==> src/rtl/rat_io_hub.sv <==
// Port-mapped I/O hub for the RAT MCU: output registers with write pulses,
// synchronised inputs and a maskable edge-event interrupt controller.
// Optional readback of output registers on IN_PORT: define RAT_IO_READBACK_EN.
module rat_io_hub #(
  parameter int unsigned NUM_OUT       = 4,
  parameter int unsigned NUM_IN        = 4,
  parameter int unsigned NUM_EVT       = 4,
  parameter logic [7:0]  OUT_BASE      = 8'h40,
  parameter logic [7:0]  IN_BASE       = 8'h20,
  parameter logic [7:0]  IRQ_STATUS_ID = 8'hF0,
  parameter logic [7:0]  IRQ_MASK_ID   = 8'hF1,
  parameter int unsigned SYNC_STAGES   = 2
) (
  input  logic                 CLK,
  input  logic                 RESET,
  input  logic [7:0]           PORT_ID,
  input  logic [7:0]           OUT_PORT,
  input  logic                 IO_STRB,
  output logic [7:0]           IN_PORT,
  input  logic [NUM_IN*8-1:0]  GPI,
  output logic [NUM_OUT*8-1:0] GPO,
  output logic [NUM_OUT-1:0]   WR_PULSE,
  input  logic [NUM_EVT-1:0]   EVT,
  output logic                 INTERRUPT
);

  if ((NUM_OUT < 1) || (NUM_OUT > 8)) begin : g_bad_num_out
    $error("rat_io_hub: NUM_OUT must be 1..8");
  end
  if ((NUM_IN < 1) || (NUM_IN > 8)) begin : g_bad_num_in
    $error("rat_io_hub: NUM_IN must be 1..8");
  end
  if ((NUM_EVT < 1) || (NUM_EVT > 8)) begin : g_bad_num_evt
    $error("rat_io_hub: NUM_EVT must be 1..8");
  end
  if (SYNC_STAGES < 2) begin : g_bad_sync
    $error("rat_io_hub: SYNC_STAGES must be >= 2");
  end
  if ((32'(OUT_BASE) + NUM_OUT) > 256) begin : g_bad_out_base
    $error("rat_io_hub: OUT range exceeds 8-bit port space");
  end
  if ((32'(IN_BASE) + NUM_IN) > 256) begin : g_bad_in_base
    $error("rat_io_hub: IN range exceeds 8-bit port space");
  end

  // Address decode
  logic [7:0] out_off;
  logic [7:0] in_off;
  logic       status_hit;
  logic       mask_hit;
  logic       out_hit;
  logic       in_hit;

  assign out_off    = PORT_ID - OUT_BASE;
  assign in_off     = PORT_ID - IN_BASE;
  assign status_hit = (PORT_ID == IRQ_STATUS_ID);
  assign mask_hit   = (PORT_ID == IRQ_MASK_ID) && !status_hit;
  assign out_hit    = !status_hit && !mask_hit && (32'(out_off) < NUM_OUT);
  assign in_hit     = !status_hit && !mask_hit && !out_hit && (32'(in_off) < NUM_IN);

  // Output registers and write pulses
  logic [NUM_OUT-1:0]      out_we;
  logic [NUM_OUT-1:0][7:0] gpo_q;
  logic [NUM_OUT-1:0]      wr_pulse_q;

  always_comb begin
    out_we = '0;
    for (int unsigned k = 0; k < NUM_OUT; k++) begin
      if (IO_STRB && out_hit && (out_off == 8'(k))) out_we[k] = 1'b1;
    end
  end

  always_ff @(posedge CLK or posedge RESET) begin
    if (RESET) begin
      gpo_q      <= '0;
      wr_pulse_q <= '0;
    end else begin
      for (int unsigned k = 0; k < NUM_OUT; k++) begin
        if (out_we[k]) gpo_q[k] <= OUT_PORT;
      end
      wr_pulse_q <= out_we;
    end
  end

  assign GPO      = gpo_q;
  assign WR_PULSE = wr_pulse_q;

  // Input and event synchronisers: stage 0 samples the pin
  logic [SYNC_STAGES-1:0][NUM_IN*8-1:0] gpi_sync;
  logic [SYNC_STAGES-1:0][NUM_EVT-1:0]  evt_sync;
  logic [NUM_IN-1:0][7:0]               gpi_ch;
  logic [NUM_EVT-1:0]                   evt_s;
  logic [NUM_EVT-1:0]                   evt_prev;

  always_ff @(posedge CLK or posedge RESET) begin
    if (RESET) begin
      gpi_sync <= '0;
      evt_sync <= '0;
      evt_prev <= '0;
    end else begin
      gpi_sync <= {gpi_sync[SYNC_STAGES-2:0], GPI};
      evt_sync <= {evt_sync[SYNC_STAGES-2:0], EVT};
      evt_prev <= evt_s;
    end
  end

  assign gpi_ch = gpi_sync[SYNC_STAGES-1];
  assign evt_s  = evt_sync[SYNC_STAGES-1];

  // Event controller; a new edge beats a same-cycle W1C
  logic [NUM_EVT-1:0] rise;
  logic [NUM_EVT-1:0] clr;
  logic [NUM_EVT-1:0] pending_q;
  logic [NUM_EVT-1:0] mask_q;
  logic               irq_q;

  assign rise = evt_s & ~evt_prev;
  assign clr  = (IO_STRB && status_hit) ? OUT_PORT[NUM_EVT-1:0] : '0;

  always_ff @(posedge CLK or posedge RESET) begin
    if (RESET) begin
      pending_q <= '0;
      mask_q    <= '0;
      irq_q     <= 1'b0;
    end else begin
      pending_q <= (pending_q & ~clr) | rise;
      if (IO_STRB && mask_hit) mask_q <= OUT_PORT[NUM_EVT-1:0];
      irq_q <= |(pending_q & mask_q);
    end
  end

  assign INTERRUPT = irq_q;

  // Read mux
  logic [7:0] rd_data;

  always_comb begin
    rd_data = '0;
    if (status_hit) begin
      rd_data[NUM_EVT-1:0] = pending_q;
    end else if (mask_hit) begin
      rd_data[NUM_EVT-1:0] = mask_q;
    end
`ifdef RAT_IO_READBACK_EN
    else if (out_hit) begin
      for (int unsigned k = 0; k < NUM_OUT; k++) begin
        if (out_off == 8'(k)) rd_data = gpo_q[k];
      end
    end
`endif
    else if (in_hit) begin
      for (int unsigned k = 0; k < NUM_IN; k++) begin
        if (in_off == 8'(k)) rd_data = gpi_ch[k];
      end
    end
  end

  assign IN_PORT = rd_data;

endmodule

==> config.mk <==
export PLATFORM = sky130hd
export DESIGN_NAME = rat_io_hub
export DESIGN_NICKNAME = d
export VERILOG_FILES = /design/src/rtl/rat_io_hub.sv
export SDC_FILE = /design/constraint.sdc
export NUM_CORES = 1
export LEC_CHECK = 0
export ABC_AREA = 1
export CORE_ASPECT_RATIO = 2
export CORE_MARGIN = 2
export CORE_UTILIZATION = 51
export DETAILED_ROUTE_END_ITERATION = 12
export HOLD_SLACK_MARGIN = 0.06
export PLACE_DENSITY = 0.82
export SLEW_MARGIN = 20
export SYNTH_ARGS = -nofsm -noshare
export SYNTH_HDL_FRONTEND = slang
export SYNTH_SLANG_ARGS = --single-unit
==> constraint.sdc <==
create_clock -name CLK -period 6.7 [get_ports CLK]
set_input_delay 1.005 -clock CLK [delete_from_list [all_inputs] [get_ports CLK]]
set_output_delay 1.005 -clock CLK [all_outputs]
set_load 0.1 [all_outputs]
==> results.toml <==
[outcome]
run_status = "completed"

[timing]
tns_ps = 0
fmax_mhz = 185
period_needed_ps = 5400
setup_violations = 0
max_slew_margin_pct = 33.1
fin_skew_ps = 5.85
period_share_pct = 80.6
rsz0062_at_grt = "false"
slew_violations = 0
tightestPinTransition_ps = 1000
hold_violations = 0

[place]
placedCellCount = 532
gp_congestion = 0.832
port_buffers = 99
dpl.hpwl_um = 5490
dpl_cell_area_mm2 = 0.00515

[synthesis]
ys_ff_latch = 121
synth_top_cell_area_share_pct = 74.2
seq_area_frac_synth_pct = 74.2
synth_top_cell_by_area = "dfrtp_1"
avgSynthCellArea_um2 = 11.9
synthDistinctLibCells = 22
ys_warn_count = 0
synthTopCellsByArea = "dfrtp_1, nand2_1, o21ai_0"
synth_cells = 342
synth_area_mm2 = 0.00408
syn_nets = 398

[routing]
vias_per_cell = 5.02
first_iter_violations = 205
wirelength_um = 8060
ant_nets = 0
wl_per_cell_um = 14.3
drc_errors = 0
first_pass_iters = 4
routed-via-count = 2826

[global_route]
met1_usage_pct = 24.3
grt_util_met3_pct = 7.96
grt_overflow = 0
grt_busiest_layer = "met2"
antenna_found_initial = 0
grt_max_degree = 64
met2_usage_pct = 34.2
grt_pass1_vias = 2901
grt_pass1_wl_um = 13300
grt_usage_pct = 21.2

[setup_path]
critical_path_buf_inv_count = 3
slowest_delay_ps = 1150
arrival_ps = 4390
cp-start-kind = "input port"
path_common_cell = "nand2_1"
cpLargestDelayFamily = "buffers and inverters"
cp_data_required_time_ps = 5690
critPathMaxFanout = 14
critPathSlowestCell = "clkdlybuf4s50_1"
endpoint_kind = "output pin"
critPathKind = "in -> out"
worstPathCellList = "clkdlybuf4s50_1 -> inv_1 -> ha_1 -> nand2_1 -> nor2_2 -> nand2_1 -> nor2_1 -> nand2_1 -> nand2_1 -> nor2_1 -> o21ai_1 -> clkdlybuf4s50_1"

[clock_network]
clk_path_buf_depth = 2
clk_latency_ps = 400
cts_resized = 0
cts_setup_buffers = 0
clock-root-buffer = "clkbuf_16"
h-tree-depth = 4
clkSinkCount = 121
cts_inserted_buffers = 17
cts_hold_buf = 0
cts_tree = "done"
cts.clk_slew.worst_paths_ps = 50

[cells_and_area]
area_delta_synth_final_pct = 40.2
final_cell_area_mm2 = 0.00572
post-route-util_pct = 73.1
drive_above_1_share_pct = 8.78
stdcell_count = 563
n_antenna_cell = 0
fin_nets = 511
fillCellCount = 552

[power_and_ir_drop]
cellLeakagePower_nw = 2.66
powerDensity_mw_per_mm2 = 305
ir_drop_mv = 0.277

[die]
die_h_um = 130
die_w_um = 67.2
ios = 100
start_util_pct = 52.1
core.rowCount = 46
coreArea_mm2 = 0.00783
die-area_mm2 = 0.00877

[hold_path]
min_path_type = "reg -> reg"

[flow_run]
max-cap-violations = 0
## cells by family after synthesis
group	Yosys count	share of synthesized area, %
AOI/OAI and AO/OA	52	6.69
DFF	121	74.2
adders and majority gates	1	0.307
and+or+nand+nor	132	14.7
buffers and inverters	36	4.08
## power breakdown
| part | internal (mW) | switching [mW] | total (mW) |
|---|---|---|---|
| logic | 0.0425 | 0.0741 | 0.117 |
| clock network | 0.571 | 0.286 | 0.857 |
| registers | 0.762 | 0.0107 | 0.772 |
## final timing paths
kind                               from      endpoint  slack, ps  cells after the start
setup / recovery             PORT_ID[5]    IN_PORT[4]       1300                     12
hold / removal              gpi_sync[5]     gpi_ch[5]        340                      0
setup reg to reg           pending_q[1]  pending_q[1]       5970                      2
hold reg to reg             gpi_sync[5]     gpi_ch[5]        340                      0
max in group asynchronous         RESET   gpi_sync[3]       4440                      3
min in group asynchronous         RESET    gpi_ch[28]       1080                      2
## registers in the layout, summed over array words and instances (netlist names)
signal and cells:
GPO 32, INTERRUPT 1, WR_PULSE 4, evt_prev 4, evt_s 4, evt_sync 4, gpi_ch 32, gpi_sync 32
mask_q 4, pending_q 4
## placed cells by master (no fill, tap or decap), types with 2 or more instances in the layout
cell type        synthesis  final
bufinv_16                0      2
clkbuf_1                 1      3
clkbuf_16                0     17
clkbuf_8                 0      3
clkdlybuf4s50_1          0     99
clkinv_2                 0      4
clkinvlp_4               0      2
dfrtp_1                121    121
inv_1                   29     28
nand2_1                 86     86
nand3_1                 10     10
nand4_1                 13     13
nor2_1                  13     13
nor3_4                   2      2
o21a_1                   4      4
o21ai_0                 43     43
o21ai_1                  4      4
or2_2                    3      3
## worst reg2reg max path, delay by kind of cell, from the launching register on
kind | cells | cell delay (ps)
flops | 1 | 400
compound gates | 2 | 210
## cell usage after synthesis
cell type	instances
clkbuf_1	1
dfrtp_1	121
nor2_2	1
inv_2	1
nand2_1	86
o21bai_1	1
o21ai_0	43
inv_1	29
nand4_1	13
or2_2	3
nand3_2	1
nand3_1	10
nand2_2	1
nor3_4	2
nand2_4	1
ha_1	1
nor2_4	1
o21ai_1	4
o21a_1	4
buf_2	1
buf_6	4
nor2_1	13
## layer usage
metal,vias to the layer above,wire (um)
met5,-,0
li1,1331,-
met3,15,580
met2,117,4150
met1,1363,3100
met4,0,222
## per-stage QoR
stage | hold slack (ps) | setup slack, ps | power (mW)
6_report | 339 | 1300 | 1.75
5_1_grt | 348 | 1070 | 1.81
4_1_cts | 342 | 1290 | 1.76
3_5_place_dp | 335 | 1300 | 0.901
3_3_place_gp | 332 | 1440 | 0.898
2_1_floorplan | 331 | 2400 | 0.847
## layout make-up
class | count | area, um^2 | share of cell area (%)
repair buffers | 100 | 998 | 17.5
clock inverters | 8 | 95.1 | 1.66
inverters | 30 | 115 | 2.01
clock buffers | 23 | 478 | 8.36
multi-input cells | 185 | 885 | 15.5
well taps | 96 | 120 | 2.10
flip-flops and latches | 121 | 3030 | 52.9
(Power assumes the default switching activity.)
==> edit 1 (same flow settings) <==
`pending_q` no longer has a reset.
--- a/src/rtl/rat_io_hub.sv
+++ b/src/rtl/rat_io_hub.sv
@@ -119,14 +119,16 @@
 
   always_ff @(posedge CLK or posedge RESET) begin
     if (RESET) begin
-      pending_q <= '0;
       mask_q    <= '0;
       irq_q     <= 1'b0;
     end else begin
-      pending_q <= (pending_q & ~clr) | rise;
       if (IO_STRB && mask_hit) mask_q <= OUT_PORT[NUM_EVT-1:0];
       irq_q <= |(pending_q & mask_q);
     end
+  end
+
+  always_ff @(posedge CLK) begin
+    pending_q <= (pending_q & ~clr) | rise;
   end
 
   assign INTERRUPT = irq_q;
Function: differs if RESET is asserted again (counterexample within 4 cycles, from zero or initial values and one cycle with RESET high); with RESET held inactive, the same outputs for 10 cycles.
==> edit 1 against the unedited design <==
Global-route usage grew 1.4 points; first-iteration DRC count grew 3.9%; via count up 2.2%; wire length increased by 11%; combinational power barely moved; power increased by 8.4%; synthesized area shrank 0.37%; sequential cell count stayed put; worst setup slack lost 0.020 ns; cell area is 1.3% higher; sequential power hardly changed.
==> edit 1: results (changes against the unedited design) <==
Clock network:
- The clock latency on the worst-skew pair is 0.42 ns (+0.02 ns).

Placed design:
- The number of placed cells counting well taps came to 534 (+0.38%).
- The detailed-placement wirelength estimate came to 5930 um (+8.1%).
- The routability congestion estimate from global placement was 0.797 (-4.2%).

Synthesis:
- The net count after synthesis is 400 (+0.50%).
- The count of unique library cells instantiated by Yosys was 23 (+4.5%).
- Yosys attributes the largest share of cell area to sky130_fd_sc_hd__dfrtp_1 72%, sky130_fd_sc_hd__nand2_1 8.0%, sky130_fd_sc_hd__o21ai_0 5.2%.
- The post-synthesis async set-or-reset flop share came to 0.967 (-0.0331).
- After synthesis, the most frequently instantiated cells are 117 x sky130_fd_sc_hd__dfrtp_1, 87 x sky130_fd_sc_hd__nand2_1, 42 x sky130_fd_sc_hd__o21ai_0.

Global routing:
- The first-pass GRT wire length is 13,800 um (+3.7%).
- The via count of the first global-routing pass is 2,758 (-4.9%).
- The overall global routing resource usage is 0.226 (+0.0143).

Route:
- The total via count after detailed routing came to 2,887 (+2.2%).
- The number of DRC markers in iteration 0 is 213 (+3.9%).

Finish:
- The clock-cell share of area is 0.114 (+0.0142).
- The flip-flop and latch share of the layout cell area was 0.519 (-0.0103).
- The number of logic inverters in the finished layout is 31 (+3.3%).
- The footprint of the multi-input gates is 886 um2 (+0.14%).
- The fill cell instance count of the final layout came to 522 (-5.4%).
- The multi-input combinational gate total is 186 (+0.54%).
- The core utilization of the finished layout is 0.740 (+0.00959).
- The net count of the finished layout was 513 (+0.39%).

Timing:
- The worst clock skew is 0.00802 ns (+0.00218 ns).

Run status:
- The run finished with clean final reports.

Power:
- The overall power is 1.89 mW (+8.4%).
==> edit 1: layer usage <==
layer / GRT usage / vias to the layer above / routed length (um)
met3: 0.0776 / 22 / 695
met4: 0.102 / 0 / 249
met1: 0.261 / 1399 / 3210
met2: 0.374 / 134 / 4800
li1: - / 1332 / -
met5: 0 / - / 0
==> edit 1: cell families after synthesis <==
group / after synthesis / synth area share
AOI/OAI and AO/OA: 52 / 0.0677
adders and majority gates: 1 / 0.00308
buffers and inverters: 37 / 0.0419
DFF: 121 / 0.740
and+or+nand+nor: 133 / 0.147
==> edit 1: final timing paths <==
path	slack, ns	depth (start not counted)	end	from
setup reg to reg	5.89	2	GPO[10]	GPO[10]
hold / removal	0.34	0	gpi_ch[15]	gpi_sync[15]
hold reg to reg	0.34	0	gpi_ch[15]	gpi_sync[15]
max in group asynchronous	4.47	3	gpi_ch[1]	RESET
setup / recovery	1.28	12	IN_PORT[4]	PORT_ID[5]
min in group asynchronous	1.01	2	gpi_ch[13]	RESET
==> edit 2 (same settings) <==
Made on the original files. The parameter `NUM_EVT` goes from 4 to 6.
--- a/src/rtl/rat_io_hub.sv
+++ b/src/rtl/rat_io_hub.sv
@@ -4,7 +4,7 @@
 module rat_io_hub #(
   parameter int unsigned NUM_OUT       = 4,
   parameter int unsigned NUM_IN        = 4,
-  parameter int unsigned NUM_EVT       = 4,
+  parameter int unsigned NUM_EVT       = 6,
   parameter logic [7:0]  OUT_BASE      = 8'h40,
   parameter logic [7:0]  IN_BASE       = 8'h20,
   parameter logic [7:0]  IRQ_STATUS_ID = 8'hF0,
Interface: changed (resized EVT); port bits go from 100 to 102. The function was not compared with the original's and may differ.
==> edit 2 against the unedited design <==
Cell area increased by 8.8%; power increased by 13%; synthesized area increased by 9.6%; sequential power increased by 8.4%; sequential cell count increased by 10; via count increased by 8.4%; critical endpoint is now IN_PORT[2]; non-clock buffer count increased by 2; worst setup slack improved by 0.15 ns; wire length increased by 13%.
==> edit 2: results (changes against the unedited design) <==
Synthesis:
- After synthesis, the cell types taking the most area are sky130_fd_sc_hd__dfrtp_1 73%, sky130_fd_sc_hd__nand2_1 7.6%, sky130_fd_sc_hd__o21ai_0 5.0%.
- The count of unique library cells instantiated by Yosys is 21 (-4.5%).
- The post-synthesis async set-or-reset flop share was 1.00 (unchanged).
- The net count after synthesis came to 437 (+9.8%).
- The portion of the post-synthesis area used by sequential elements is 0.733 (-0.00926).
- Ranked by instance count, the synthesized netlist is headed by 131 x sky130_fd_sc_hd__dfrtp_1, 91 x sky130_fd_sc_hd__nand2_1, 45 x sky130_fd_sc_hd__o21ai_0.

Clock network:
- The H-tree depth is 4 (unchanged).
- The clock latency on the worst-skew pair is 0.40 ns (about the same).
- The number of buffers on the longest clock path is 2 (unchanged).

Placed design:
- The post-placement worst setup slack was 1.47 ns (+0.164 ns).
- The count of port buffers added during placement is 101 (+2.0%).
- The routability congestion estimate from global placement is 0.921 (+11%).
- The placement-stage cell area is 5540 um2 (+7.7%).
- The detailed-placement wirelength estimate came to 6610 um (+20%).

Global routing:
- The via count of the first global-routing pass was 3,206 (+11%).
- The number of antenna violations at the first check in global routing is 0 (unchanged).
- The first-pass GRT wire length is 15,100 um (+13%).
- The overall global routing resource usage is 0.215 (+0.00259).
- The largest net degree at the start of global routing came to 74 (+16%).

Setup path:
- The worst stage delay on the critical path is 0.98 ns (-0.17 ns).
- The maximum net fanout on the critical path is 18 (+4).
- The cell type of the slowest stage on the worst timing path is sky130_fd_sc_hd__clkdlybuf4s50_1.
- Following the worst setup path forward leads to its endpoint at IN_PORT[2].
- The startpoint identified for the worst register-to-register timing path is pending_q[0].
- The critical path data arrival time is 4.25 ns (-0.14 ns).
- The worst-case reg-to-reg path depth is 4 (+2).
- The worst flop-to-flop path endpoint is INTERRUPT.
- In this run the worst setup path begins at PORT_ID[5].
- Grouping stages by cell kind, the critical path spends the most delay in buffers and inverters.
- The slack of the worst reg-to-reg path is 5.62 ns (-0.35 ns).

Power:
- The leakage power summed over all cells came to 2.89 nW (+8.7%).
- The maximum vdd ir drop came to 0.000211 V (-24%).

Timing:
- The worst slew margin relative to its limit is 0.330 (-0.000803).
- The worst clock skew came to 0.00386 ns (-0.00199 ns).
- The highest clock frequency the design can meet is 0.190 GHz (+2.8%).

Route:
- The via density per instance came to 5.07 (+1.0%).
- The overall routed net length is 9140 um (+13%).
- The number of DRC markers in iteration 0 is 164 (-20%).

Finish:
- The fill cell instance count of the final layout is 620 (+12%).
- The net count of the finished layout is 549 (+7.4%).
- The count of inserted antenna diode cells is 0 (unchanged).
- The fraction of final layout cells sized beyond drive strength 1 is 0.0913 (+0.00348).

Min path:
- The startpoint of the lowest-slack hold path is gpi_sync[4].

Run status:
- The run finished with clean final reports.
## edit 2: changes by cell type after synthesis, moves of 3 or more
cell / before / now
sky130_fd_sc_hd__nand4_1: 13 / 16
sky130_fd_sc_hd__nand2_1: 86 / 91
sky130_fd_sc_hd__dfrtp_1: 121 / 131
sky130_fd_sc_hd__inv_1: 29 / 33
## edit 2: power by group
group	internal (mW)	total [mW]	switching (mW)
Sequential	0.825	0.837	0.0122
Clock	0.702	1.01	0.312
Combinational	0.0463	0.130	0.0834
Total	1.57	1.98	0.408
## edit 2: logic make-up after synthesis
group / share of synthesized area
compound gates: 0.0719
buf+inv: 0.0453
fa+ha+maj: 0.00280
simple gates: 0.147
flops: 0.733
## edit 2: worst min-delay path by stage
stage | end | depth (start not counted) | slack [ns]
6_report | gpi_ch[4] | 0 | 0.34
3_5_place_dp | gpi_ch[11] | 0 | 0.33
4_1_cts | gpi_ch[4] | 0 | 0.34
3_3_place_gp | evt_s[4] | 0 | 0.33
2_1_floorplan | evt_s[0] | 0 | 0.33
5_1_grt | gpi_ch[4] | 0 | 0.35
## edit 2: worst register-to-register path, delay by kind of cell, from the launching register on
family,cells,cell delay (ns)
compound gates,1,0.25
flops,1,0.43
simple gates,3,0.28
## edit 2: area by class of cell
type                       count  area [um2]  area share
clock buffer                  21         480      0.0772
clock inverter                11         198      0.0318
inverter                      34         130      0.0209
multi-input combinational    205         991       0.159
sequential                   131        3280       0.527
tap                          100         125      0.0201
timing repair buffer         102        1020       0.164
## edit 2: per-stage QoR
step	std cells	util
floorplan	379	-
global placement	572	0.645
detailed placement	572	0.645
CTS	604	0.724
global route	604	0.724
finish	604	0.724
## edit 2: metal layers
layer	up-vias	routed length, um	track usage
met2	107	5280	0.403
met4	0	506	0.116
met5	-	0	0
li1	1447	-	-
met3	28	387	0.0571
met1	1480	2970	0.208
